==> src/rtl/mic1_uart_rx.sv <==
// ---------------------------------------------------------------------------
// mic1_uart_rx
// UART receiver for the MIC-1 iCEBreaker top level. Deserialises the
// host->board serial line (8 data bits LSB first, 1 stop bit, idle high) into
// bytes and presents them to the MIC-1 input port through a valid/ready
// handshake.
//
// Optional feature: define UART_RX_PARITY_EN to expect one even-parity bit
// after data bit 7. Without it the frame is 10 bits and parity_err is tied 0.
//
// Parameters:
//   CLK_HZ        system clock frequency
//   BAUD          line rate
//   CLKS_PER_BIT  clocks per bit period (CLK_HZ/BAUD)
//
// Ports:
//   clk          in   system clock, rising edge
//   rst_n        in   asynchronous active-low reset
//   ser_rx       in   serial input, asynchronous to clk, idle high
//   rx_data      out  received byte, stable while rx_valid=1
//   rx_valid     out  byte available, held until accepted
//   rx_ready     in   consumer accepts byte when rx_valid & rx_ready
//   frame_err    out  1-cycle pulse: stop bit sampled 0
//   overrun_err  out  1-cycle pulse: byte completed while previous still held
//   parity_err   out  1-cycle pulse: parity mismatch
// ---------------------------------------------------------------------------
module mic1_uart_rx #(
    parameter int CLK_HZ       = 12000000,
    parameter int BAUD         = 115200,
    parameter int CLKS_PER_BIT = CLK_HZ / BAUD
) (
    input  logic       clk,
    input  logic       rst_n,
    input  logic       ser_rx,
    output logic [7:0] rx_data,
    output logic       rx_valid,
    input  logic       rx_ready,
    output logic       frame_err,
    output logic       overrun_err,
    output logic       parity_err
);

    localparam int CNT_W = $clog2(CLKS_PER_BIT + 1);
    localparam logic [CNT_W-1:0] CNT_FULL = CNT_W'(CLKS_PER_BIT - 1);
    localparam logic [CNT_W-1:0] CNT_HALF = CNT_W'(CLKS_PER_BIT / 2 - 1);

    typedef enum logic [2:0] {
        S_IDLE   = 3'd0,
        S_START  = 3'd1,
        S_DATA   = 3'd2,
`ifdef UART_RX_PARITY_EN
        S_PARITY = 3'd3,
`endif
        S_STOP   = 3'd4,
        S_BRK    = 3'd5
    } state_t;

    // Control state
    logic             sync1_q, sync2_q;
    state_t           state_q, state_d;
    logic [CNT_W-1:0] cnt_q, cnt_d;
    logic [2:0]       idx_q, idx_d;

    // Output registers
    logic [7:0]       rx_data_q, rx_data_d;
    logic             rx_valid_q, rx_valid_d;
    logic             frame_err_q, frame_err_d;
    logic             overrun_err_q, overrun_err_d;
    logic             parity_err_q, parity_err_d;

    // Datapath (no reset needed: always written before being consumed)
    logic [7:0]       shift_q;
    logic             shift_en;
`ifdef UART_RX_PARITY_EN
    logic             par_q;
    logic             par_en;
`endif

    logic             rxs;
    logic             expired;
    logic             par_bad;
    logic             deliver;

    assign rxs     = sync2_q;
    assign expired = (cnt_q == '0);

`ifdef UART_RX_PARITY_EN
    // Even parity: data bits xor parity bit must be 0
    assign par_bad = ^{shift_q, par_q};
`else
    assign par_bad = 1'b0;
`endif

    // ---- Next-state logic ----
    always_comb begin
        state_d     = state_q;
        cnt_d       = expired ? cnt_q : cnt_q - 1'b1;
        idx_d       = idx_q;
        shift_en    = 1'b0;
        deliver     = 1'b0;
        frame_err_d = 1'b0;
        parity_err_d = 1'b0;
`ifdef UART_RX_PARITY_EN
        par_en      = 1'b0;
`endif
        case (state_q)
            S_IDLE: begin
                if (!rxs) begin
                    state_d = S_START;
                    cnt_d   = CNT_HALF;
                end
            end
            S_START: begin
                if (expired) begin
                    if (rxs) begin
                        state_d = S_IDLE;   // glitch: line back high mid start bit
                    end else begin
                        state_d = S_DATA;
                        cnt_d   = CNT_FULL;
                        idx_d   = 3'd0;
                    end
                end
            end
            S_DATA: begin
                if (expired) begin
                    shift_en = 1'b1;
                    cnt_d    = CNT_FULL;
                    if (idx_q == 3'd7) begin
`ifdef UART_RX_PARITY_EN
                        state_d = S_PARITY;
`else
                        state_d = S_STOP;
`endif
                    end else begin
                        idx_d = idx_q + 3'd1;
                    end
                end
            end
`ifdef UART_RX_PARITY_EN
            S_PARITY: begin
                if (expired) begin
                    par_en  = 1'b1;
                    state_d = S_STOP;
                    cnt_d   = CNT_FULL;
                end
            end
`endif
            S_STOP: begin
                if (expired) begin
                    parity_err_d = par_bad;
                    if (!rxs) begin
                        frame_err_d = 1'b1;
                        state_d     = S_BRK;
                    end else begin
                        deliver = !par_bad;
                        state_d = S_IDLE;
                    end
                end
            end
            S_BRK: begin
                // A held-low line must go high before a new start is accepted
                if (rxs) state_d = S_IDLE;
            end
            default: state_d = S_IDLE;
        endcase
    end

    // ---- Output / handshake logic ----
    always_comb begin
        rx_data_d     = rx_data_q;
        rx_valid_d    = rx_valid_q & ~rx_ready;
        overrun_err_d = 1'b0;
        if (deliver) begin
            if (!rx_valid_q || rx_ready) begin
                rx_data_d  = shift_q;
                rx_valid_d = 1'b1;
            end else begin
                overrun_err_d = 1'b1;   // keep the held byte, drop the new one
            end
        end
    end

    always_ff @(posedge clk or negedge rst_n) begin
        if (!rst_n) begin
            sync1_q       <= 1'b1;
            sync2_q       <= 1'b1;
            state_q       <= S_IDLE;
            cnt_q         <= '0;
            idx_q         <= 3'd0;
            rx_data_q     <= 8'h00;
            rx_valid_q    <= 1'b0;
            frame_err_q   <= 1'b0;
            overrun_err_q <= 1'b0;
            parity_err_q  <= 1'b0;
        end else begin
            sync1_q       <= ser_rx;
            sync2_q       <= sync1_q;
            state_q       <= state_d;
            cnt_q         <= cnt_d;
            idx_q         <= idx_d;
            rx_data_q     <= rx_data_d;
            rx_valid_q    <= rx_valid_d;
            frame_err_q   <= frame_err_d;
            overrun_err_q <= overrun_err_d;
            parity_err_q  <= parity_err_d;
        end
    end

    always_ff @(posedge clk) begin
        if (shift_en) shift_q[idx_q] <= rxs;
`ifdef UART_RX_PARITY_EN
        if (par_en) par_q <= rxs;
`endif
    end

    assign rx_data     = rx_data_q;
    assign rx_valid    = rx_valid_q;
    assign frame_err   = frame_err_q;
    assign overrun_err = overrun_err_q;
    assign parity_err  = parity_err_q;

endmodule
==> config.mk <==
export PLATFORM = sky130hd
export DESIGN_NAME = mic1_uart_rx
export DESIGN_NICKNAME = d
export VERILOG_FILES = /design/src/rtl/mic1_uart_rx.sv
export SDC_FILE = /design/constraint.sdc
export NUM_CORES = 1
export LEC_CHECK = 0
export BUFFER_PORTS_ARGS = -buffer_cell sky130_fd_sc_hd__buf_2
export CAP_MARGIN = 5
export CORE_UTILIZATION = 65
export CTS_BUF_LIST = sky130_fd_sc_hd__clkbuf_8
export DETAILED_ROUTE_END_ITERATION = 10
export PLACE_DENSITY = 0.88
export SYNTH_ARGS = -nofsm -noshare
export SYNTH_HDL_FRONTEND = slang
export SYNTH_SLANG_ARGS = --single-unit
==> constraint.sdc <==
create_clock -name clk -period 3.7 [get_ports clk]
set_clock_uncertainty 0.15 [all_clocks]
set_input_delay 1.11 -clock clk [delete_from_list [all_inputs] [get_ports clk]]
set_output_delay 1.11 -clock clk [all_outputs]
set_load 0.1 [all_outputs]
# Word level (Yosys, flattened, before mapping)
# Cells that the tools add are included.
# classes
n_addsub,2
magnitude_cmp,2
eq_ne,13
mux,35
bitwise,2
n_reduce_logical,9
# ops
op,n
$mux W7,5
$mux W3,11
$pmux W7 S3,1
$ne A2 B2 Y1 const B,8
$pmux W3 S5,1
$mux W1,13
$eq A3 B3 Y1 const B,3
$bwmux W8,1
$logic_not A7 Y1,1
$sub A7 B1 Y7 const B,1
$pmux W3 S2,1
$reduce_and A6 Y1,1
$reduce_and A5 Y1,1
$lt A3 B4 Y1 const B,1
$add A3 B1 Y3 const B,1
$demux W1 S3,1
$eq A3 B1 Y1 const B,1
$eq A3 B2 Y1 const B,1
$ge A3 B1 Y1 const B,1
$logic_not A3 Y1,1
$mux W2,1
$reduce_and A2 Y1,1
$reduce_bool A2 Y1,1
$and A1 B1 Y1,1
other kinds (4),4
# word_totals
reg_bits,34
inputBits,4
out_inout_bits,12

# Depth between registers and ports, before layout
# Gate-level depths: netlist of the first run.
# depth
ltp_word,5
mapped_depth,9
mapped_depth_nobuf,9

# Worst setup path after synthesis of the first run
# No wires, ideal clock.
# synth_timing
path_kind,register to register
startpoint,register cnt_q[2]
endpoint,register cnt_q[0]
setup_time_ps,132
arrival_ps,1906
required_time_ps,3418
slack_ps,1512
stages_incl_launch_ff,8
cell_sequence,dfrtp_1 -> or4_1 -> buf_2 -> nor2_4 -> inv_1 -> ha_1 -> o221ai_1 -> a31oi_1
# synth_via
elab_chain_len,5
word_cells_on_any_way,7
cone_classes,mux (6); reduce/logical (1)
# synth_lines
element,line,text
"start, declared",61,"logic [CNT_W-1:0] cnt_q, cnt_d;"
"start signal, assigned",199,cnt_q <= cnt_d;
$logic_not A7 Y1 *,85,assign expired = (cnt_q == '0);
$mux W7,97,cnt_d = expired ? cnt_q : cnt_q - 1'b1;
$mux W7,115,if (rxs) begin
$mux W7,114,if (expired) begin
$pmux W7 S3 *,106,case (state_q)
via cnt_d[0],61,
# The timed path passes the listed nets; every way through them passes the cells marked *.
# A chain may end at the register's enable or synchronous reset.

# Worst setup path in the final report of the first run
# Ends and elaborated chain as after synthesis.

==> impl_metrics.tcl, run 1 <==
set metrics [dict create \
    ys.flop_type "dfrtp_1" \
    met3_length_um 196 \
    netlist_area_um2 1610 \
    die_area_um2 2680 \
    drc 0 \
    tritoncts "yes" \
    synthDistinctLibCells 41 \
    die_w_um 51.8 \
    cts_buffers 5 \
    syn_to_final_growth_pct 9.56 \
    cts.htree.levels 2 \
    drt-met1-wl_um 1200 \
    wirelength_um 2730 \
    netlist.area_leader.share_pct 37.3 \
    yosys-mux-area-fraction_pct 6.22 \
    antenna_found_initial 0 \
    synth_top_family_by_area "simple AND/OR/NAND/NOR gates" \
    ys_ff_latch 34 \
    timing.final.ws_setup_ns 1.22 \
    nets 166 \
    grt_pass1_wl_um 4640 \
    synth-simple-area-share_pct 17.8 \
    tightest_slew_ns 0.607 \
    drv_cap 0 \
    cp.arrival_ns 2.49 \
    layout_common_cells "dfrtp_1, nor2_1, buf_2" \
    initial_core_util_pct 70.8 \
    die-height_um 51.8 \
    antenna_left 0 \
    seqCellArea_um2 893 \
    clock-sinks 34 \
    cts_resized 0 \
    worst-path-max-fanout 8 \
    max-slew-margin-rel_pct 59.2 \
    ys_warn_count 0 \
    ios 16 \
    cts_hold_buf 0 \
    rsz0062_at_grt "false" \
    clk_path_buf_depth 2 \
    avgSynthCellArea_um2 11.3 \
    grt_start_max_net_pins 27 \
    core_area_um2 2280 \
    hold_path.class "reg2reg" \
    setup_viol 0 \
    drtIter0Drc 57 \
    cellPowerDensity_nw_per_um2 371 \
    cts_setup_buffers 0 \
    portBuffers 14 \
    yosysSeqAreaShare_pct 55.5 \
    design_area_um2 1760 \
    clock.fmax_mhz 404 \
    synth_edf_count 8 \
    multiInputGateArea_um2 647 \
    wl_per_cell_um 14.7 \
    period_minus_slack_ns 2.48 \
    required_ns 3.71 \
    dp_slack_ns 1.26 \
    finalMaxSlewViolations 0 \
    fin_crit_sh_pct 66.9 \
    final_hold_viol_count 0 \
    path_class "reg2reg" \
    cts_root_buf "clkbuf_8" \
    hpwlAfterDp_um 1940 \
    synth-adder-area-share_pct 3.89 \
    grt_usage_pct 25.3 \
    start_kind "flip-flop" \
    final_common_cell "dfrtp_1" \
    synth-xor-area-share_pct 1.63 \
    first_pass_iters 4 \
    irDropWorstVdd_uv 346 \
    met2_length_um 1260 \
    async_flop_share_pct 76.5 \
    place_congestion 0.877 \
    num_rows 17 \
    status "completed" \
    nFillCells 135 \
    path_clk_slew_ns 0.07 \
    grt_pass1_vias 1039 \
    power_leakage_nw 0.819 \
    synth_area_leaders "dfrtp_1, edfxtp_1, mux2_2" \
    setup_tns_ns 0 \
    drive_gt1_share_pct 22.2 \
    yosysTopAreaCell "dfrtp_1" \
    place_area_um2 1680 \
    dr.max_layer_used "met4" \
    syn_inst 142 \
    synth_compound_area_share_pct 10.4 \
    clk_latency_ns 0.29 \
    vias 1101 \
    viasPerCell 5.92 \
    overflow 0 \
    synth_fp_nets 151 \
    diodes 0 \
    endpoint_kind "flip-flop" \
]
[where the power goes]
part | switching, mW | leakage [nW] | internal (mW)
clock network | 0.127 | 0.0468 | 0.126
logic | 0.0109 | 0.359 | 0.00203
registers | 0.00289 | 0.413 | 0.386
total | 0.140 | 0.819 | 0.514
[metal layers]
layer	track usage [%]	vias up
met1	34.3	509
li1	-	536
met3	7.60	9
met4	15.3	0
met2	35.5	47
met5	0	-
[path summary, 6_finish.rpt]
kind	slack (ns)	to	from	cells after the start
setup / recovery	1.22	cnt_q[0]	cnt_q[2]	6
setup reg to reg	1.22	cnt_q[0]	cnt_q[2]	6
hold / removal	0.21	rxs	sync1_q	0
max in group asynchronous	2.36	sync1_q	rst_n	1
hold reg to reg	0.21	rxs	sync1_q	0
min in group asynchronous	0.66	cnt_q[0]	rst_n	1
[kinds of logic (layout without fill, tap and decap cells)]
logic type / after synthesis / in the layout
and+or+nand+nor: 48 / 48
DFF: 34 / 34
AOI/OAI and AO/OA: 26 / 26
buffers and inverters: 16 / 32
muxes: 9 / 9
adders and majority gates: 5 / 5
xor gates and xnor gates: 3 / 3
other: 1 / 1
[cell type report]
cell class / count / share of cell area, %
sequential: 34 / 50.6
multi-input combinational: 92 / 36.7
timing repair buffer: 14 / 3.97
clock buffer: 5 / 3.90
inverter: 10 / 2.13
tap: 28 / 1.99
clock inverter: 3 / 0.709
[flip-flops by register name, indices dropped and copies added (netlist names)]
register     flops
rx_data          8
shift_q          8
cnt_q            7
idx_q            3
state_q          3
frame_err        1
overrun_err      1
rx_valid         1
rxs              1
sync1_q          1
[through the flow]
step | power (mW) | hold WS [ns] | cells | utilization [%]
floorplan | 0.403 | 0.195 | 142 | -
global placement | 0.409 | 0.196 | 178 | 73.9
detailed placement | 0.409 | 0.199 | 178 | 73.9
CTS | 0.660 | 0.209 | 186 | 77.5
global route | 0.675 | 0.209 | 186 | 77.5
finish | 0.655 | 0.207 | 186 | 77.5
[critical path, stage by stage, from the launching register on]
cell,delay [ns]
dfrtp_1,0.43
or4_1,0.73
nor2_4,0.28
inv_1,0.16
ha_1,0.32
o221ai_1,0.18
a31oi_1,0.11
[synth_stat cells (2+ instances only)]
cell,n
o21ai_0,5
dfstp_2,2
buf_4,2
nor3_1,5
ha_1,5
mux2_2,8
nand3_1,2
a31oi_1,2
a311oi_1,2
a21o_1,2
a21oi_1,7
nor4_1,2
nor2_1,16
dfrtp_1,24
edfxtp_1,8
buf_2,2
nand2b_1,4
inv_1,10
nand2_1,8
o22ai_1,3
xnor2_1,3
Note: power is estimated with default switching activity, not from simulation.
==> inputs of run 2 (changes only) <==
--- a/config.mk
+++ b/config.mk
@@ -7,10 +7,11 @@
 export LEC_CHECK = 0
 export BUFFER_PORTS_ARGS = -buffer_cell sky130_fd_sc_hd__buf_2
 export CAP_MARGIN = 5
-export CORE_UTILIZATION = 65
+export CORE_ASPECT_RATIO = 2
+export CORE_UTILIZATION = 54
 export CTS_BUF_LIST = sky130_fd_sc_hd__clkbuf_8
 export DETAILED_ROUTE_END_ITERATION = 10
-export PLACE_DENSITY = 0.88
+export PLACE_DENSITY = 0.78
 export SYNTH_ARGS = -nofsm -noshare
 export SYNTH_HDL_FRONTEND = slang
 export SYNTH_SLANG_ARGS = --single-unit
==> constraint.sdc (replaced) <==
create_clock -name clk -period 2.15 [get_ports clk]
set_clock_uncertainty 0.15 [all_clocks]
set_input_delay 0.645 -clock clk [delete_from_list [all_inputs] [get_ports clk]]
set_output_delay 0.645 -clock clk [all_outputs]
set_load 0.1 [all_outputs]
==> impl_metrics.tcl, run 2 (synthesis results as in run 1) <==
set metrics [dict create \
    clock.fmax_mhz 466 \
    nets 181 \
    crit_buf_inv 0 \
    clk_path_buf_depth 2 \
    path_class "reg2reg" \
    diodes 0 \
    syn_to_final_growth_pct 19.9 \
    antenna_left 0 \
    drc 0 \
    p_int_mw 0.885 \
    period_minus_slack_ns 2.15 \
    wirelength_um 3440 \
    power_mw 1.12 \
    final_hold_viol_count 0 \
    cpMaxStageDelayCell "or4_4" \
    clk_latency_ns 0.28 \
    vias 1240 \
    die_w_um 40.6 \
    seqCellArea_um2 893 \
    required_ns 1.98 \
    multiInputGateArea_um2 699 \
    p_sw_share_pct 21.2 \
    die_area_um2 3220 \
    irDropWorstVdd_uv 598 \
    hold_path.class "in2async" \
    tightest_slew_ns 0.628 \
    grt_usage_pct 25.5 \
    die-height_um 79.2 \
    grt_pass1_vias 1299 \
    antenna_found_initial 0 \
    tritoncts "yes" \
    grt_use_met3_pct 8.10 \
    num_rows 27 \
    nFillCells 209 \
    path_clk_slew_ns 0.07 \
    grt_start_max_net_pins 27 \
    first_pass_iters 5 \
    portBuffers 14 \
    overflow 0 \
    busiest_layer "met2" \
    endpoint_kind "flip-flop" \
    setup_viol 0 \
    cts_root_buf "clkbuf_8" \
    worst-path-max-fanout 4 \
    ios 16 \
    viasPerCell 6.14 \
    worstPathCellList "or4_4 -> nor4_4 -> nand2_1 -> nor2_1" \
    clkPwrFrac_pct 38.3 \
    cts.htree.levels 2 \
    drv_cap 0 \
    combPwrFrac_pct 2.0 \
    start_kind "flip-flop" \
    p_seq_share_pct 59.6 \
    place_congestion 0.934 \
    wl_per_cell_um 17.0 \
    final_cells 202 \
    grt_pass1_wl_um 5530 \
    core_area_um2 2800 \
    power_leakage_nw 0.907 \
    status "completed" \
    finalMaxSlewViolations 0 \
    gr-usage-met2_pct 41.9 \
    crit_family "simple AND/OR/NAND/NOR gates" \
    dp_cells 191 \
    netSwitchingPower_mw 0.238 \
    hpwlAfterDp_um 2440 \
    cellPowerDensity_nw_per_um2 582 \
    fin_crit_sh_pct 99.9 \
    initial_core_util_pct 57.4 \
    cp.arrival_ns 1.98 \
    max_stage_delay_ns 0.61 \
    use_met1_pct 23.8 \
    clock-sinks 34 \
    drive_gt1_share_pct 34.7 \
    cts_hold_buf 0 \
    final_common_cell "dfrtp_1" \
    cts_buffers 5 \
    max-slew-margin-rel_pct 57.8 \
    layout_common_cells "dfrtp_1, nor2_1, buf_4" \
    drtIter0Drc 50 \
]
==> run 2: area by class of cell <==
class                           instances  share of cell area [%]
Sequential cell                        34                    46.3
Multi-Input combinational cell         92                    36.2
Timing Repair Buffer                   29                    9.46
Clock buffer                            5                    3.56
Inverter                               10                    1.94
Tap cell                               29                    1.88
Clock inverter                          3                   0.648
==> run 2: power groups by stage <==
stage                     clock (mW)  sequential, mW  combinational (mW)
after detailed placement           0           0.682              0.0230
after global placement             0           0.681              0.0224
after CTS                      0.447           0.669              0.0232
after floorplan                    0           0.678              0.0147
after global routing           0.478           0.670              0.0261
final                          0.430           0.669              0.0229
==> run 2: final timing paths <==
kind / end / slack (ns) / startpoint / cells past startpoint
worst min-delay path: idx_q[2] / 0.20 / rst_n / 1
max in group asynchronous: sync1_q / 1.27 / rst_n / 1
worst max register to register: shift_q[7] / 0.002 / cnt_q[4] / 4
worst min register to register: rxs / 0.21 / sync1_q / 0
min in group clk: rxs / 0.21 / sync1_q / 0
worst max-delay path: shift_q[7] / 0.002 / cnt_q[4] / 4
==> run 2: metal layers <==
layer,up-vias,wire length [um]
li1,561,-
met1,600,1070
met2,50,1960
met3,29,136
met4,0,283
met5,-,0
==> run 2: stage by stage <==
step	setup slack, ns	utilization [%]	instance area [um2]	TNS (ns)	hold slack (ns)
floorplan	0.0158	-	1610	0	0.195
global placement	-0.0109	63.3	1770	-0.0274	0.196
detailed placement	-0.0911	63.3	1770	-0.818	0.202
CTS	0.00642	66.4	1860	0	0.211
global route	-0.0239	68.9	1930	-0.0501	0.218
finish	0.00177	68.9	1930	0	0.200
==> run 2: what timing repair did <==
| action | 4_1_cts | 5_1_grt |
|---|---|---|
| pin swaps | 0 | 5 |
| setup buffers | 0 | 3 |
| hold endpoints to repair | 0 | 0 |
| setup endpoints to repair | 20 | 20 |
| gates resized for setup | 2 | 9 |
==> inputs of run 3 (changes only) <==
--- a/config.mk
+++ b/config.mk
@@ -8,8 +8,10 @@
 export BUFFER_PORTS_ARGS = -buffer_cell sky130_fd_sc_hd__buf_2
 export CAP_MARGIN = 5
 export CORE_ASPECT_RATIO = 2
+export CORE_MARGIN = 2
 export CORE_UTILIZATION = 54
 export CTS_BUF_LIST = sky130_fd_sc_hd__clkbuf_8
+export CTS_CLUSTER_DIAMETER = 200
 export DETAILED_ROUTE_END_ITERATION = 10
 export PLACE_DENSITY = 0.78
 export SYNTH_ARGS = -nofsm -noshare
==> impl_metrics.tcl, run 3 (synthesis results as in run 1) <==
set metrics [dict create \
    status "completed" \
    first_pass_iters 6 \
    p_seq_share_pct 59.5 \
    syn_to_final_growth_pct 17.0 \
    layout_common_cells "dfrtp_1, nor2_1, buf_2, buf_4, inv_1" \
    cts.htree.levels 2 \
    diodes 0 \
    irDropWorstVdd_uv 521 \
    initial_core_util_pct 55.4 \
    clkPwrFrac_pct 38.5 \
    fin_crit_sh_pct 97.0 \
    r2r-start "cnt_q[4]" \
    drc 0 \
    drv_cap 0 \
    setup_viol 0 \
    cts_hold_buf 0 \
    p_sw_share_pct 21.4 \
    clk_path_buf_depth 2 \
    endpoint_kind "flip-flop" \
    ff2ff_path_depth 6 \
    cts_buffers 5 \
    grt_usage_pct 21.2 \
    place_congestion 0.912 \
    num_rows 28 \
    timing.rr.end "cnt_q[0]" \
    rsz0062_at_grt "false" \
    required_ns 2.16 \
    combPwrFrac_pct 2.0 \
    clock-sinks 34 \
    overflow 0 \
    antenna_left 0 \
    path_clk_slew_ns 0.06 \
    die-height_um 81.2 \
    power_leakage_nw 0.903 \
    r2r_slack_ns 0.07 \
    clk_latency_ns 0.29 \
    clock.fmax_mhz 480 \
    die_w_um 42.6 \
    vias 1185 \
    final_common_cell "dfrtp_1" \
    tightest_slew_ns 0.607 \
    finalMaxSlewViolations 0 \
    cellPowerDensity_nw_per_um2 598 \
    grt_pass1_vias 1215 \
    viasPerCell 5.87 \
    drive_gt1_share_pct 30.8 \
    setup_tns_ns 0 \
    core_area_um2 2910 \
    ios 16 \
    die_area_um2 3460 \
    p_int_mw 0.885 \
    nets 180 \
    netSwitchingPower_mw 0.241 \
    power_mw 1.13 \
    drtIter0Drc 34 \
    hpwlAfterDp_um 2350 \
    grt_pass1_wl_um 5240 \
    grt_start_max_net_pins 27 \
    period_minus_slack_ns 2.08 \
    final_hold_viol_count 0 \
    path_class "reg2reg" \
    portBuffers 14 \
    hold_path.class "in2async" \
    cp.arrival_ns 2.10 \
    wirelength_um 3250 \
    worst-path-max-fanout 6 \
    tritoncts "yes" \
    antenna_found_initial 0 \
    wl_per_cell_um 16.1 \
    max-slew-margin-rel_pct 59.2 \
    start_kind "flip-flop" \
    cts_root_buf "clkbuf_8" \
]
[run 3: area by class of cell]
class | instances | area, um2
clock buffers | 5 | 68.8
clock inverters | 3 | 12.5
fillers | 237 | 1020
inverters | 10 | 37.5
multi-input cells | 92 | 659
flip-flops and latches | 34 | 893
well taps | 30 | 37.5
repair buffers | 28 | 175
[run 3: per-layer routing]
layer,GRT usage [%],vias up,share of wire [%]
li1,-,557,-
met4,12.8,0,3.5
met2,41.5,34,60
met3,4.67,12,3.6
met5,0,-,0
met1,18.5,582,33
[run 3: power groups by stage]
stage | Clock [mW] | Sequential [mW] | Combinational (mW)
floorplan | 0 | 0.678 | 0.0147
global placement | 0 | 0.681 | 0.0223
detailed placement | 0 | 0.682 | 0.0234
CTS | 0.449 | 0.669 | 0.0233
global route | 0.469 | 0.669 | 0.0249
finish | 0.434 | 0.670 | 0.0225
[run 3: worst max path at each step]
stage	start	cells past startpoint	endpoint
6_report	cnt_q[4]	6	cnt_q[0]
5_1_grt	cnt_q[4]	6	cnt_q[0]
4_1_cts	cnt_q[3]	7	cnt_q[0]
3_5_place_dp	cnt_q[3]	5	shift_q[1]
3_3_place_gp	cnt_q[2]	5	shift_q[1]
2_1_floorplan	cnt_q[2]	5	shift_q[0]
[run 3: what timing repair did]
action                                  CTS  global route
pin swaps                                 3             2
gates resized for setup                   2             2
buffers inserted                          0             3
endpoints found under the setup margin   13            18
[run 3: per-stage QoR]
stage / setup slack (ns) / hold WS [ns] / area [um2] / util [%] / std cells
after floorplan: 0.0158 / 0.195 / 1610 / - / 142
after global placement: 0.0417 / 0.197 / 1780 / 61.1 / 192
after detailed placement: 0.0115 / 0.197 / 1780 / 61.1 / 192
after CTS: 0.00540 / 0.204 / 1870 / 64.2 / 200
after global routing: 0.00349 / 0.199 / 1880 / 64.8 / 202
final: 0.0654 / 0.199 / 1880 / 64.8 / 202
[run 3: critical path, cell delays in order, from the launching register on]
cell and delay [ns]:
dfrtp_1 0.38, or4_4 0.62, nor2_4 0.18, inv_2 0.06
ha_1 0.29, o221ai_1 0.17, a31oi_1 0.10
